### src/rtl/vga_timing_if.sv
// vga_timing_if: pixel source / raster output bundle between the timing core and the VGA pins.
interface vga_timing_if #(
   parameter int CH_W  = 1,
   parameter int CNT_W = 10
);
   logic [3*CH_W-1:0] pixel;
   logic [1:0]        mode;
   logic [3*CH_W-1:0] rgb;
   logic              hsync;
   logic              vsync;
   logic [CNT_W-1:0]  hcount;
   logic [CNT_W-1:0]  vcount;
   logic              active;
   logic              pixel_en;
   logic              frame_start;

   modport master (
      input  pixel, mode,
      output rgb, hsync, vsync, hcount, vcount, active, pixel_en, frame_start
   );

   modport slave (
      output pixel, mode,
      input  rgb, hsync, vsync, hcount, vcount, active, pixel_en, frame_start
   );
endinterface

### src/rtl/vga_timing_core.sv
// vga_timing_core: parametrised VGA raster engine with sync/DE generation and built-in test patterns.
module vga_timing_core #(
   parameter int H_ACTIVE = 640,
   parameter int H_FP     = 16,
   parameter int H_SYNC   = 96,
   parameter int H_BP     = 48,
   parameter int V_ACTIVE = 480,
   parameter int V_FP     = 10,
   parameter int V_SYNC   = 2,
   parameter int V_BP     = 33,
   parameter bit HS_POL   = 1'b0,
   parameter bit VS_POL   = 1'b0,
   parameter int CLK_DIV  = 1,
   parameter int CH_W     = 1,
   parameter int CNT_W    = 10,
   parameter int CHK_LOG2 = 5
) (
   input  logic         clk,
   input  logic         rst,
   vga_timing_if.master vga
);
   localparam int H_TOTAL = H_ACTIVE + H_FP + H_SYNC + H_BP;
   localparam int V_TOTAL = V_ACTIVE + V_FP + V_SYNC + V_BP;
   localparam int DW      = CLK_DIV > 1 ? $clog2(CLK_DIV) : 1;
   localparam logic [CNT_W-1:0] H_LAST = CNT_W'(H_TOTAL - 1);
   localparam logic [CNT_W-1:0] V_LAST = CNT_W'(V_TOTAL - 1);
   localparam logic [CNT_W-1:0] H_ACT  = CNT_W'(H_ACTIVE);
   localparam logic [CNT_W-1:0] V_ACT  = CNT_W'(V_ACTIVE);
   localparam logic [CNT_W-1:0] H_EDGE = CNT_W'(H_ACTIVE - 1);
   localparam logic [CNT_W-1:0] V_EDGE = CNT_W'(V_ACTIVE - 1);
   localparam logic [CNT_W-1:0] HS_BEG = CNT_W'(H_ACTIVE + H_FP);
   localparam logic [CNT_W-1:0] HS_END = CNT_W'(H_ACTIVE + H_FP + H_SYNC);
   localparam logic [CNT_W-1:0] VS_BEG = CNT_W'(V_ACTIVE + V_FP);
   localparam logic [CNT_W-1:0] VS_END = CNT_W'(V_ACTIVE + V_FP + V_SYNC);
   localparam logic [CNT_W-1:0] H_BAR  = CNT_W'(H_ACTIVE / 8);

   logic [DW-1:0]     div;
   logic [1:0]        mode_q;
   logic [1:0]        mode_use;
   logic              tick;
   logic              wrap;
   logic              fs_nxt;
   logic              act_nxt;
   logic              border;
   logic [CNT_W-1:0]  h_nxt;
   logic [CNT_W-1:0]  v_nxt;
   logic [2:0]        bar;
   logic [3*CH_W-1:0] ones;
   logic [3*CH_W-1:0] col;

   // All colour and sync decisions are made for the position the counters move to on this tick,
   // so every registered output describes the same pixel.
   always_comb begin
      tick     = div == DW'(CLK_DIV - 1);
      wrap     = vga.hcount == H_LAST;
      h_nxt    = wrap ? '0 : vga.hcount + CNT_W'(1);
      v_nxt    = wrap ? (vga.vcount == V_LAST ? '0 : vga.vcount + CNT_W'(1)) : vga.vcount;
      fs_nxt   = tick && h_nxt == '0 && v_nxt == '0;
      act_nxt  = h_nxt < H_ACT && v_nxt < V_ACT;
      mode_use = fs_nxt ? vga.mode : mode_q;
      bar      = 3'(h_nxt / H_BAR);
      border   = h_nxt == '0 || h_nxt == H_EDGE || v_nxt == '0 || v_nxt == V_EDGE;
      ones     = '1;
      col      = mode_use == 2'b00 ? vga.pixel :
                 mode_use == 2'b01 ? {{CH_W{bar[2]}}, {CH_W{bar[1]}}, {CH_W{bar[0]}}} :
                 mode_use == 2'b10 ? ((h_nxt[CHK_LOG2] ^ v_nxt[CHK_LOG2]) ? ones : '0) :
                 (border ? ones : vga.pixel);
   end

   always_ff @(posedge clk) begin
      if (!rst) begin
         div             <= '0;
         mode_q          <= 2'b00;
         vga.hcount      <= H_LAST;
         vga.vcount      <= V_LAST;
         vga.hsync       <= !HS_POL;
         vga.vsync       <= !VS_POL;
         vga.active      <= 1'b0;
         vga.rgb         <= '0;
         vga.pixel_en    <= 1'b0;
         vga.frame_start <= 1'b0;
      end else begin
         div             <= tick ? '0 : div + DW'(1);
         vga.pixel_en    <= tick;
         vga.frame_start <= fs_nxt;
         if (tick) begin
            mode_q     <= mode_use;
            vga.hcount <= h_nxt;
            vga.vcount <= v_nxt;
            vga.hsync  <= (h_nxt >= HS_BEG && h_nxt < HS_END) ? HS_POL : !HS_POL;
            vga.vsync  <= (v_nxt >= VS_BEG && v_nxt < VS_END) ? VS_POL : !VS_POL;
            vga.active <= act_nxt;
            vga.rgb    <= act_nxt ? col : '0;
         end
      end
   end
endmodule

### src/flat_wrapper.sv
// flat-port wrapper written by rule: the top's interface ports become plain ports
module vga_timing_core_flat 
#(
   parameter int H_ACTIVE = 640,
   parameter int H_FP     = 16,
   parameter int H_SYNC   = 96,
   parameter int H_BP     = 48,
   parameter int V_ACTIVE = 480,
   parameter int V_FP     = 10,
   parameter int V_SYNC   = 2,
   parameter int V_BP     = 33,
   parameter bit HS_POL   = 1'b0,
   parameter bit VS_POL   = 1'b0,
   parameter int CLK_DIV  = 1,
   parameter int CH_W     = 1,
   parameter int CNT_W    = 10,
   parameter int CHK_LOG2 = 5
)
  (clk, rst, vga_pixel, vga_mode, vga_rgb, vga_hsync, vga_vsync, vga_hcount, vga_vcount, vga_active, vga_pixel_en, vga_frame_start);
  vga_timing_if #(.CH_W(CH_W), .CNT_W(CNT_W)) vga_i ();
  input  logic clk;
  input  logic rst;
  input wire logic [$bits(vga_i.pixel)-1:0] vga_pixel;
  input wire logic [$bits(vga_i.mode)-1:0] vga_mode;
  output wire logic [$bits(vga_i.rgb)-1:0] vga_rgb;
  output wire logic [$bits(vga_i.hsync)-1:0] vga_hsync;
  output wire logic [$bits(vga_i.vsync)-1:0] vga_vsync;
  output wire logic [$bits(vga_i.hcount)-1:0] vga_hcount;
  output wire logic [$bits(vga_i.vcount)-1:0] vga_vcount;
  output wire logic [$bits(vga_i.active)-1:0] vga_active;
  output wire logic [$bits(vga_i.pixel_en)-1:0] vga_pixel_en;
  output wire logic [$bits(vga_i.frame_start)-1:0] vga_frame_start;
  assign vga_i.pixel = vga_pixel;
  assign vga_i.mode = vga_mode;
  assign vga_rgb = vga_i.rgb;
  assign vga_hsync = vga_i.hsync;
  assign vga_vsync = vga_i.vsync;
  assign vga_hcount = vga_i.hcount;
  assign vga_vcount = vga_i.vcount;
  assign vga_active = vga_i.active;
  assign vga_pixel_en = vga_i.pixel_en;
  assign vga_frame_start = vga_i.frame_start;
  vga_timing_core #(.H_ACTIVE(H_ACTIVE), .H_FP(H_FP), .H_SYNC(H_SYNC), .H_BP(H_BP), .V_ACTIVE(V_ACTIVE), .V_FP(V_FP), .V_SYNC(V_SYNC), .V_BP(V_BP), .HS_POL(HS_POL), .VS_POL(VS_POL), .CLK_DIV(CLK_DIV), .CH_W(CH_W), .CNT_W(CNT_W), .CHK_LOG2(CHK_LOG2)) u_core (.clk(clk), .rst(rst), .vga(vga_i));
endmodule
### config.mk
export PLATFORM = sky130hd
export DESIGN_NAME = vga_timing_core_flat
export DESIGN_NICKNAME = d
export VERILOG_FILES = /design/src/rtl/vga_timing_if.sv /design/src/rtl/vga_timing_core.sv /design/src/flat_wrapper.sv
export SDC_FILE = /design/constraint.sdc
export NUM_CORES = 1
export LEC_CHECK = 0
export BUFFER_PORTS_ARGS = -buffer_cell sky130_fd_sc_hd__buf_2
export CORE_UTILIZATION = 45
export CTS_BUF_LIST = sky130_fd_sc_hd__clkbuf_16
export DETAILED_ROUTE_END_ITERATION = 16
export GPL_TIMING_DRIVEN = 0
export HOLD_SLACK_MARGIN = 0.03
export MAX_ROUTING_LAYER = met4
export PLACE_DENSITY = 0.76
export SLEW_MARGIN = 20
export SYNTH_ARGS = -nofsm -noshare
export SYNTH_HDL_FRONTEND = slang
export SYNTH_SLANG_ARGS = --single-unit
### constraint.sdc
create_clock -name clk -period 3.3 [get_ports clk]
set_input_delay 0.33 -clock clk [delete_from_list [all_inputs] [get_ports clk]]
set_output_delay 0.33 -clock clk [all_outputs]
set_load 0.01 [all_outputs]
Yosys cells after proc, flatten, opt, wreduce, memory -nomap -nowiden
Index checks and enable logic that the tools add are counted.

$add $sub $neg: 3. Div/mod/pow operators: 1. $lt $le $gt $ge: 6. Equal/unequal tests: 6. Muxes and demuxes: 12. Bitwise gates (word level): 2. Reductions and logical operators: 12.

Operators by type and width (count): $eq A10 B10 Y1 const B (3); $mux W10 (3); $add A10 B1 Y10 const B (2); $logic_not A10 Y1 (2); $lt A10 B10 Y1 const B (2); $lt A10 B9 Y1 const B (2); $mux W3 (6); $div A10 B7 Y10 const B (1); $eq A10 B9 Y1 const B (1); $ge A10 B10 Y1 const B (1); $ge A10 B9 Y1 const B (1); $logic_and A1 B1 Y1 (5); $logic_or A1 B1 Y1 (3); $eq A2 B1 Y1 const B (1); $eq A2 B2 Y1 const B (1); $logic_not A2 Y1 (1); $mux W1 (2); $mux W2 (1); $reduce_and A2 Y1 (1); $add A1 B1 Y1 const B (1); $not A1 Y1 (1); $xor A1 B1 Y1 (1).

Register bits: 31. Bits of input ports: 7. Output and inout port bits: 28. Logic and storage cells: 52.

Logic depth before layout (Yosys ltp)
Depth in word-level cells: 11. Mapped depth: 13. Gate-level depth less buffers: 11.

Least setup slack after synthesis
No wires, ideal clock.

Path kind: reg2reg. From: register u_core.vga.vcount[0]. To: register u_core.vga.rgb[2]. Setup time: 0.117 ns. Data arrival time: 3.144 ns. Required time: 3.183 ns. Setup slack: 0.038 ns. Cell stages (with the launch flop): 14. Buffers on the path: 2. Period minus slack after synthesis: 3.262 ns. Cells stage by stage: dfxtp_1 -> clkbuf_1 -> inv_1 -> ha_1 -> nand4bb_4 -> or4_1 -> buf_2 -> a31oi_4 -> o211ai_2 -> nor4_2 -> nor3b_4 -> mux2i_1 -> o221ai_1 -> a32o_1.

Word-level cells in the longest chain between the ends: 11. Elaborated cells between the ends (all ways): 22. Classes of those cells: add/sub: 1; order compare: 1; eq/ne: 4; mux: 9; bitwise: 1; reduce/logical: 6.

Ends and longest elaborated chain: from (decl) (line vga_timing_if.sv:19) `output rgb, hsync, vsync, hcount, vcount, active, pixel_en, frame_start`; from (signal assigned) (line vga_timing_core.sv:89) `vga.vcount <= v_nxt;`; $add A10 B1 Y10 / $eq A10 B10 Y1 (equally long branches) (line vga_timing_core.sv:57) `v_nxt = wrap ? (vga.vcount == V_LAST ? '0 : vga.vcount + CNT_W'(1)) : vga.vcount;`; $mux W10 (line vga_timing_core.sv:57); $mux W10 * (line vga_timing_core.sv:57); $logic_not A10 Y1 (line vga_timing_core.sv:58, vga_timing_core.sv:62); $logic_and A1 B1 Y1 / $logic_or A1 B1 Y1 (equally long branches) (line vga_timing_core.sv:58, vga_timing_core.sv:62); $mux W2 / $logic_or A1 B1 Y1 (equally long branches) (line vga_timing_core.sv:60, vga_timing_core.sv:62); $eq A2 B2 Y1 / $mux W3 (equally long branches) (line vga_timing_core.sv:66, vga_timing_core.sv:67); $mux W3 (line vga_timing_core.sv:66) `mode_use == 2'b10 ? ((h_nxt[CHK_LOG2] ^ v_nxt[CHK_LOG2]) ? ones : '0) :`; $mux W3 (line vga_timing_core.sv:65) `mode_use == 2'b01 ? {{CH_W{bar[2]}}, {CH_W{bar[1]}}, {CH_W{bar[0]}}} :`; $mux W3 (line vga_timing_core.sv:64) `col = mode_use == 2'b00 ? vga.pixel :`; $mux W3 * (line vga_timing_core.sv:93) `vga.rgb <= act_nxt ? col : '0;`; to (signal assigned) (line vga_timing_core.sv:93); to (decl) (line vga_timing_if.sv:19).

Every way passes the cells marked *; elsewhere a longest branch is shown, timed or not. A chain may end at the register's enable or synchronous reset.

Worst setup path in the final report
From: register u_core.vga.hcount[2]. To: register u_core.vga.rgb[2].

Word-level cells in the longest chain between the ends: 11. Elaborated cells between the ends (all ways): 28. Classes of those cells: add/sub: 1; div: 1; order compare: 2; eq/ne: 5; mux: 9; bitwise: 1; reduce/logical: 9.

Ends and longest elaborated chain: from (decl) (line vga_timing_if.sv:19); from (signal assigned) (line vga_timing_core.sv:88) `vga.hcount <= h_nxt;`; parallel branches: the longest is 10 deep, another holds $add A10 B1 Y10; $mux W3 * (line vga_timing_core.sv:93).

Every way passes the cells marked *.

==> impl_metrics.yaml <==
synthesis:
  synth_top_area_share_pct: 26.2
  syn_area_um2: 2370
  yosys_most_used_dff: "dfxtp_1"
  synth-async-reset-ratio_pct: 0
  synth_area_leaders: "dfxtp_1, nand2_1, o21ai_0"
  synth_top_area_cell: "dfxtp_1"
  syn-mean-instance-area_um2: 7.94
  syn_nets: 310
  ys_seq_area_share_pct: 26.2
  synth_cells: 298
  yosys_warnings: 0
  synth-edff-count: 0
  synth_seq_cells: 31
  synth_cell_types: 70
critical_path:
  critPathCaptureType: "flop"
  startpoint_type: "flop"
  path_max_fanout: 10
  arrival_ns: 3.34
  path_class: "flop to flop"
  reg2reg_depth: 11
  cp.required_ns: 3.47
route:
  wl_um: 6640
  drt_iter0_markers: 250
  postRouteAntennaNets: 0
  viasPerCell: 5.98
  drtPass1Iterations: 5
  vias: 2511
  drc_errors: 0
  post_drt_wl_per_cell_um: 15.8
power_and_ir_drop:
  p_leak_nw: 1.22
  ir_drop_mv: 0.359
  p_per_area_nw_per_um2: 533
  p_total_mw: 1.61
timing:
  slew_violations: 0
  finalHoldViolations: 0
  fin_crit_ns: 3.17
  max_freq_mhz: 315
  post-route-period-util_pct: 96.1
  skew_ns: 0.00631
  worst_slew_pin_slew_ns: 0.925
  setup_viol: 0
  worst_hold_slack_ns: 0.360
  relSlewSlack_pct: 37.7
floorplan:
  die-height_um: 74.5
  die_w_um: 74.5
  core_um2: 5070
  die-area_um2: 5550
  pin_count: 35
  num_rows: 26
  initial_core_util_pct: 46.6
cts:
  htree_levels: 2
  cts_tree: "done"
  clock-sinks: 31
  clk_latency_ns: 0.28
  cts_made_buffers: 5
  clkTransAtPathRegs_ns: 0.05
  cts_root_buf: "clkbuf_16"
  cts_hold_buf: 0
  cts_buffer_depth: 2
global_route:
  grt_pass1_vias: 2199
  antenna_found_initial: 0
  grt_first_pass_wirelength_um: 10400
  grt_usage_pct: 25.3
  grt_max_degree: 11
  overflow: 0
final_layout:
  synthToLayoutAreaGrowth_pct: 27.9
  nets: 361
  final_layout_size_suffix_gt1_share_pct: 28.9
  diodes: 0
min_path:
  min_path_type: "primary input to flop"
  hold_depth: 3
flow_run:
  cap_viol_max_count: 0
outcome:
  status: "finished clean"
placement:
  globalplace.congestion: 0.908
  portBuffers: 34
  hpwl_um: 4390
-- critical path, cell delays in order (launching register included) --
cell	delay, ns
dfxtp_1	0.36
clkbuf_2	0.23
nand4_1	0.24
buf_4	0.23
buf_4	0.13
o221ai_2	0.23
nand2_1	0.19
or2_2	0.39
nor3b_4	0.26
mux2i_2	0.37
o221ai_2	0.16
a32o_1	0.26
-- stage by stage --
stage               util (%)  area [um2]  cells  setup WS, ns  TNS, ns
floorplan                  -        2370    298        0.0382        0
global placement        51.7        2630    402        -0.472    -1.31
detailed placement      51.9        2630    402        -0.489    -1.33
CTS                     56.6        2870    414    0.00000755        0
global route            59.6        3030    420       -0.0143  -0.0170
finish                  59.6        3030    420         0.129        0
-- what timing repair did --
item                                    in CTS  in global routing
resized for setup                           18                 28
cloned                                       0                  0
pin swaps                                    4                 10
endpoints found under the setup margin       3                  3
buffers inserted                             4                  6
-- area by class of cell --
type | count | area [um2]
fill | 460 | 2050
multi-input combinational | 237 | 1770
sequential | 31 | 631
timing repair buffer | 44 | 249
clock buffer | 5 | 125
buffer | 20 | 116
tap | 70 | 87.6
inverter | 10 | 40.0
clock inverter | 3 | 12.5
-- flip-flops by register name, summed over array words and instances (netlist names) --
register / cells
u_core.vga.hcount: 10
u_core.vga.vcount: 10
u_core.vga.rgb: 3
u_core.mode_q: 2
u_core.div: 1
u_core.vga.active: 1
u_core.vga.frame_start: 1
u_core.vga.hsync: 1
u_core.vga.pixel_en: 1
u_core.vga.vsync: 1
-- synth_stat cells (5+ instances only) --
master	count
nand2_1	28
xor2_1	7
and2_1	7
nand3_1	11
o21ai_0	17
nand2b_1	6
inv_1	10
xnor2_1	9
nor2_1	20
mux2i_1	5
nor2b_1	7
nor3_1	7
ha_1	5
nor4_1	8
a21oi_1	12
buf_2	6
dfxtp_1	31
nand4_1	9
clkbuf_1	11
-- layout by cell type, fill, tap and decap left out, drive strengths merged, types with 3 or more instances in the layout --
master | Yosys | routed
a21boi | 3 | 3
a21oi | 12 | 12
a22oi | 3 | 3
a31oi | 4 | 4
a32o | 3 | 3
and2 | 7 | 7
and3 | 3 | 3
and4 | 3 | 3
buf | 9 | 53
clkbuf | 11 | 16
dfxtp | 31 | 31
ha | 5 | 5
inv | 10 | 12
mux2 | 3 | 3
mux2i | 5 | 5
nand2 | 28 | 28
nand2b | 6 | 6
nand3 | 11 | 11
nand3b | 3 | 3
nand4 | 9 | 9
nor2 | 20 | 20
nor2b | 7 | 7
nor3 | 9 | 9
nor3b | 4 | 4
nor4 | 9 | 9
o211ai | 4 | 4
o21a | 3 | 3
o21ai | 17 | 17
o21bai | 3 | 3
or2 | 3 | 3
xnor2 | 9 | 9
xor2 | 7 | 7
-- metal layers --
| layer | global-route usage, % | share of wire, % |
|---|---|---|
| met5 | - | 0 |
| met4 | 13.6 | 2.6 |
| met3 | 4.61 | 6.1 |
| met2 | 38.0 | 48 |
| met1 | 32.0 | 43 |
-- report_power, final --
group	total, mW	internal [mW]	leakage, nW	switching, mW
clock network	0.436	0.272	0.0762	0.164
logic	0.727	0.297	0.892	0.430
registers	0.451	0.407	0.254	0.0440
-- final timing paths --
check / startpoint / to / slack, ns
max reg2reg: u_core.vga.hcount[2] / u_core.vga.rgb[2] / 0.13
min: vga_mode[1] / u_core.mode_q[1] / 0.36
min reg2reg: u_core.vga.active / u_core.vga.active / 0.44
max: u_core.vga.hcount[2] / u_core.vga.rgb[2] / 0.13
-- cell families after synthesis --
kind of cell	share of synthesized area [%]
buffers and inverters	5.55
XOR/XNOR	5.92
other	0.158
multiplexers	3.70
AO/OA/AOI/OAI	22.7
adder cells (fa/ha/maj)	3.07
AND/OR/NAND/NOR	32.7
flip-flops	26.2
(Power assumes the default switching activity.)
